File: config.mk
export PLATFORM = sky130hd
export DESIGN_NAME = lbp_hist
export DESIGN_NICKNAME = d
export VERILOG_FILES = /design/src/rtl/lbp_pkg.sv /design/src/rtl/hist_ram.sv /design/src/rtl/lbp_hist.sv
export SDC_FILE = /design/constraint.sdc
export NUM_CORES = 2
export LEC_CHECK = 0
export CORE_MARGIN = 8
export CORE_UTILIZATION = 45
export DETAILED_ROUTE_END_ITERATION = 7
export PLACE_DENSITY = 0.63
export SLEW_MARGIN = 10
export SYNTH_ARGS = -nofsm -noshare
export SYNTH_HDL_FRONTEND = slang
export SYNTH_SLANG_ARGS = --single-unit
export TNS_END_PERCENT = 5
File: constraint.sdc
create_clock -name clk -period 15.6 [get_ports clk]
set_input_delay 4.68 -clock clk [delete_from_list [all_inputs] [get_ports clk]]
set_output_delay 4.68 -clock clk [all_outputs]
set_load 0.05 [all_outputs]
File: src/rtl/lbp_pkg.sv
// Shared definitions for the LBP histogram stage: image geometry, bin count,
// histogram state encoding and the border-address test.
`timescale 1ns/1ps
package lbp_pkg;

  localparam int IMG_W = 128;
  localparam int IMG_H = 128;
  localparam int NBINS = 256;

  typedef enum logic [1:0] {
    ACCUM = 2'd0,
    FLUSH = 2'd1,
    DRAIN = 2'd2,
    DONE  = 2'd3
  } hist_state_t;

  // Address layout is {row[6:0], col[6:0]}; the outermost ring carries no LBP code.
  function automatic logic is_border(input logic [13:0] addr);
    logic [6:0] row;
    logic [6:0] col;
    row = addr[13:7];
    col = addr[6:0];
    return (row == 7'd0) || (row == 7'(IMG_H - 1)) ||
           (col == 7'd0) || (col == 7'(IMG_W - 1));
  endfunction

endpackage

File: src/rtl/hist_ram.sv
// Histogram counter array: NBINS x CNT_W, one write port and one synchronous
// read port. A read of the address being written returns the old contents.
`timescale 1ns/1ps
module hist_ram
  import lbp_pkg::*;
#(
  parameter int CNT_W = 14
) (
  input  logic             clk,
  input  logic             we,
  input  logic [7:0]       waddr,
  input  logic [CNT_W-1:0] wdata,
  input  logic [7:0]       raddr,
  output logic [CNT_W-1:0] rdata
);

  logic [CNT_W-1:0] mem [NBINS];

  // Write and registered read share the edge, so the read sees pre-write data.
  always_ff @(posedge clk) begin
    if (we) mem[waddr] <= wdata;
    rdata <= mem[raddr];
  end

endmodule

File: src/rtl/lbp_hist.sv
// lbp_hist: accumulates a 256-bin histogram of LBP codes from the engine's
// write stream, then streams the bins out over a valid/ready port.
// Build option LBP_HIST_SAT_EN: bin counters saturate instead of wrapping.
`timescale 1ns/1ps
module lbp_hist
  import lbp_pkg::*;
#(
  parameter int CNT_W = 14
) (
  input  logic             clk,
  input  logic             reset,
  input  logic             lbp_valid,
  input  logic [13:0]      lbp_addr,
  input  logic [7:0]       lbp_data,
  input  logic             finish,
  output logic             hist_valid,
  input  logic             hist_ready,
  output logic [7:0]       hist_bin,
  output logic [CNT_W-1:0] hist_count,
  output logic             hist_done,
  output logic [13:0]      pix_total,
  output logic             addr_err
);

  function automatic logic [CNT_W-1:0] bin_inc(input logic [CNT_W-1:0] c);
`ifdef LBP_HIST_SAT_EN
    return (&c) ? c : c + CNT_W'(1);
`else
    return c + CNT_W'(1);
`endif
  endfunction

  hist_state_t      state_q, state_d;
  logic [NBINS-1:0] bin_vld;
  logic [CNT_W-1:0] rdata;
  logic [7:0]       raddr;

  logic             border_p0, accept_p0;
  logic             vld_p1, fwd_p1;
  logic [7:0]       bin_p1;
  logic [CNT_W-1:0] fwd_cnt_p1, cur_p1, wdata_p1;

  logic [8:0]       rd_ptr;
  logic             rvld_p1, skid_vld, skid_vld_d, skid_load, issue, pop;
  logic [7:0]       rbin_p1, skid_bin, out_bin;
  logic [CNT_W-1:0] skid_cnt, head_cnt, out_cnt;

  // ---- stage 0: border check, accept, read address ----
  assign border_p0 = is_border(lbp_addr);
  assign accept_p0 = (state_q == ACCUM) && lbp_valid && !border_p0;
  assign raddr     = (state_q == DRAIN) ? rd_ptr[7:0] : lbp_data;

  // ---- stage 1: old count (forwarded if just written) plus one ----
  assign cur_p1   = fwd_p1 ? fwd_cnt_p1 : (bin_vld[bin_p1] ? rdata : '0);
  assign wdata_p1 = bin_inc(cur_p1);

  hist_ram #(.CNT_W(CNT_W)) u_ram (
    .clk   (clk),
    .we    (vld_p1),
    .waddr (bin_p1),
    .wdata (wdata_p1),
    .raddr (raddr),
    .rdata (rdata)
  );

  // ---- drain: RAM output is the head entry, skid holds one bin under back-pressure ----
  assign head_cnt   = bin_vld[rbin_p1] ? rdata : '0;
  assign out_bin    = skid_vld ? skid_bin : rbin_p1;
  assign out_cnt    = skid_vld ? skid_cnt : head_cnt;
  assign hist_valid = skid_vld | rvld_p1;
  assign hist_bin   = hist_valid ? out_bin : '0;
  assign hist_count = hist_valid ? out_cnt : '0;
  assign hist_done  = (state_q == DONE);
  assign pop        = hist_valid && hist_ready;
  // An unconsumed head moves into the skid; a read is issued only when the skid
  // will be empty next cycle, so the returning data always has a place to land.
  assign skid_vld_d = skid_vld ? (pop ? rvld_p1 : 1'b1) : (rvld_p1 && !pop);
  assign skid_load  = rvld_p1 && (skid_vld ? pop : !pop);
  assign issue      = (state_q == DRAIN) && !rd_ptr[8] && !skid_vld_d;

  // Next-state decode for the accumulate/flush/drain/done sequence.
  always_comb begin
    state_d = state_q;
    case (state_q)
      ACCUM:   if (finish) state_d = FLUSH;
      FLUSH:   state_d = DRAIN;
      DRAIN:   if (pop && (out_bin == 8'hFF)) state_d = DONE;
      DONE:    state_d = DONE;
      default: state_d = ACCUM;
    endcase
  end

  // Control state: FSM, per-bin valid bits, pipeline valids, status counters.
  always_ff @(posedge clk or negedge reset) begin
    if (!reset) begin
      state_q   <= ACCUM;
      bin_vld   <= '0;
      vld_p1    <= 1'b0;
      fwd_p1    <= 1'b0;
      pix_total <= '0;
      addr_err  <= 1'b0;
      rd_ptr    <= '0;
      rvld_p1   <= 1'b0;
      skid_vld  <= 1'b0;
    end else begin
      state_q  <= state_d;
      vld_p1   <= accept_p0;
      fwd_p1   <= accept_p0 && vld_p1 && (bin_p1 == lbp_data);
      if (vld_p1) bin_vld[bin_p1] <= 1'b1;
      if (accept_p0) pix_total <= pix_total + 14'd1;
      if ((state_q == ACCUM) && lbp_valid && border_p0) addr_err <= 1'b1;
      rvld_p1  <= issue;
      if (issue) rd_ptr <= rd_ptr + 9'd1;
      skid_vld <= skid_vld_d;
    end
  end

  // Datapath registers; qualified by the valids above so they need no reset.
  always_ff @(posedge clk) begin
    bin_p1     <= lbp_data;
    fwd_cnt_p1 <= wdata_p1;
    if (issue) rbin_p1 <= rd_ptr[7:0];
    if (skid_load) begin
      skid_bin <= rbin_p1;
      skid_cnt <= head_cnt;
    end
  end

endmodule

==> qor.txt <==
Cells after synthesis: 7784
Leak pwr: 0.05816 uW
Top_reg_cell synth: edfxtp_1
CTS H-tree depth: 5
Routed Antenna Nets: 0
Grt total ovfl: 0
Final worst slack: 4.811 ns
Most common cell after layout, fill and taps aside: edfxtp_1
Row cnt: 215
Vias in the first global route: 80886
Synth-to-Final Area Change: 13.38%
Top cell by count, worst path: mux4_2
Die area: 363500 sq um
Number of synthesized flops with an enable pin: 3614
Startpoint Class: flop
Largest net degree at the start of global routing: 199
Final net count: 8128
Status: finished clean
Fillers: 26986
Combinational Power Share: 30.9%
DR WL/cell: 31.88 microns
Vias post-DR: 79842
Detail Placement HPWL: 236.1 mm
Worst skew pair latency: 0.97 ns
Crit-path max cell delay: 0.72 ns
First-pass GRT wire length: 593.6 mm
Sequential power share: 39.1%
CTS buffer count: 396
CTS max path bufs: 4
Hold buffers post-CTS: 0
GRT Max-Usage Layer: met2
Critical Path AT: 6.11 ns
Core region area: 343000 sq um
Synth warn: 0
Placed cells: 12257
# port buffers: 65
Die Y: 602.9 microns
CP Max Fanout: 34
Clock sinks: 3936
Post-Place Setup Slack: 4.742 ns
Required time of the worst setup path: 10.92 ns
Highest-delay cell along the critical path: clkdlybuf4s50_1
Most frequent cells in the layout: 3614 x edfxtp_1, 1005 x mux4_2, 514 x nand2_1, 403 x clkbuf_16, 319 x buf_4
M2 GR Usage: 35.73%
Total GRT Usage: 22.29%
Initial DRC Count: 9197
Setup violators final: 0
Wirelength, routed: 414.4 mm
Root buffer cell: clkbuf_16
Register area share after synthesis: 75.10%
GP Congestion: 0.8537
Met1 GRT Util: 30.86%
Clk_skew: 0.08950 ns
Router iterations before antenna repair: 5
# IOs: 66
Residual DRC count: 0
Fmax: 0.09269 GHz
Seq cells post-synth: 3936
Netlist cell types: 57
Avg Cell Area, Syn: 19.91 sq um
GRT met3 Usage: 4.331%
Unrepaired setup endpoints after global routing: false
Share of cells above drive strength 1: 27.00%
Cell Chain, Critical Path: buf_4, buf_4, mux4_2, mux4_2, mux4_2, mux4_2, and2_1, a22o_1, clkdlybuf4s50_1
Period utilization: 69.16%
Tmin final: 10.79 ns
Critical path type: flop to primary output
Post-DR vias/cell: 6.142
Post-Syn Area: 155000 sq um
Worst VDD drop: 0.1824 mV
Maxcap violations: 0
Post-CTS sizing: 0
Slew margin rel.: 1.287%
Slew @ Worst Pin: 1.481 ns
Final Non-Filler Cells: 13000
Post-synth ARST share: 7.266%
Crit. End Element: primary output
Storage cell area: 116400 sq um
Internal power: 21280 uW
Clock slew at reported path FFs: 0.06 ns
Synth area leaders: edfxtp_1 70%, mux4_2 15%, dfrtp_1 4.6%, a211oi_1 1.4%, nand2_1 1.2%
Area leader, netlist: edfxtp_1
Switching Share: 32.97%
Syn_nets: 7814
Net switching power: 10470 uW
Slew Viols, Final: 0
Starting density of the core: 45.19%
Post-synth top area share: 70.02%
Multi-input logic area: 36990 sq um
Final hold vios: 0
Die W: 602.9 microns
Antenna violations before repair: 12
Power per cell area: 180.7 nW/um^2
Tot Pwr: 31750 uW
CTS tree: yes
Min-Delay Path Class: flop to flop
Clock power frac: 30.0%
Post-CTS Setup Bufs: 0
Setup TNS: 0 ns
logic make-up (layout without fill, tap and decap cells):
logic type	count (synthesis)	count (layout)	synth area share (%)
fa+ha+maj	4	4	0.03068
compound gates	754	754	3.456
buf+inv	500	1153	1.337
flops	3936	3936	75.10
mux	1141	1141	15.48
xor+xnor	37	37	0.2091
simple gates	1412	1412	4.387
other cells	0	6	0
Yosys cell counts, types with 40 or more instances:
cell type,number
a311oi_1,114
clkbuf_1,307
a211oi_1,288
nand2_1,514
or2_2,259
a31oi_1,114
buf_1,105
a22oi_1,40
mux2i_1,133
nor2_1,282
mux4_2,1005
edfxtp_1,3614
buf_2,60
and2_1,248
dfrtp_1,286
a21oi_1,128
per-layer routing:
layer  vias up  wire [microns]
met2      3677          198600
met4         2           15460
met1     43037          165400
li1      32458               -
met5         -              13
met3       668           34860
per-stage QoR:
stage | util, % | hold slack [ns] | area [sq um]
global placement | 47.42 | 0.4530 | 162600
detailed placement | 47.42 | 0.4533 | 162600
global route | 51.23 | 0.4980 | 175700
finish | 51.24 | 0.4626 | 175700
floorplan | - | 0.4244 | 155000
CTS | 51.23 | 0.4662 | 175700
area by class of cell:
| cell class | count | share of cell area (%) |
|---|---|---|
| Antenna cell | 6 | 0.008544 |
| Clock inverter | 254 | 1.467 |
| Timing Repair Buffer | 407 | 1.998 |
| Clock buffer | 483 | 5.972 |
| Sequential cell | 3936 | 66.24 |
| Tap cell | 4557 | 3.244 |
| Multi-Input combinational cell | 3348 | 21.05 |
| Inverter | 9 | 0.02350 |
power groups by stage:
stage,logic [uW],clock network [uW],registers [uW]
final,9820,9530,12400
after global routing,10400,10100,12400
after CTS,9910,9650,12400
after detailed placement,9890,0,12600
after global placement,9830,0,12600
after floorplan,6390,0,12700
worst paths after layout:
| path | start | end | slack, ns | cells past startpoint |
|---|---|---|---|---|
| max | rbin_p1[0]$_DFFE_PP_ | hist_count[1] | 4.81 | 9 |
| min | addr_err$_DFFE_PN0P_ | addr_err$_DFFE_PN0P_ | 0.46 | 1 |
| max reg2reg | bin_p1[2]$_DFF_P_ | u_ram.mem[193][12]$_DFFE_PP_ | 6.73 | 16 |
| min reg2reg | addr_err$_DFFE_PN0P_ | addr_err$_DFFE_PN0P_ | 0.46 | 1 |
| max in group asynchronous | reset | bin_vld[224]$_DFFE_PN0P_ | 9.47 | 3 |
| min in group asynchronous | reset | pix_total[3]$_DFFE_PN0P_ | 3.69 | 1 |
critical path: cells and delay by family (launching register included):
| family | cells | cell delay, ns |
|---|---|---|
| mux | 4 | 2.32 |
| buf+inv | 3 | 1.76 |
| simple gates | 1 | 0.38 |
| flops | 1 | 0.35 |
| compound gates | 1 | 0.26 |
sequential cells by signal (all words and copies together), names as in the netlist:
| signal | cells |
|---|---|
| state_q | 2 |
| rbin_p1 | 8 |
| skid_cnt | 14 |
| rvld_p1 | 1 |
| skid_vld | 1 |
| u_ram.rdata | 14 |
| pix_total | 14 |
| skid_bin | 8 |
| fwd_p1 | 1 |
| fwd_cnt_p1 | 14 |
| bin_p1 | 8 |
| addr_err | 1 |
| rd_ptr | 9 |
| u_ram.mem | 3584 |
| vld_p1 | 1 |
| bin_vld | 256 |
(Power assumes the default switching activity.)
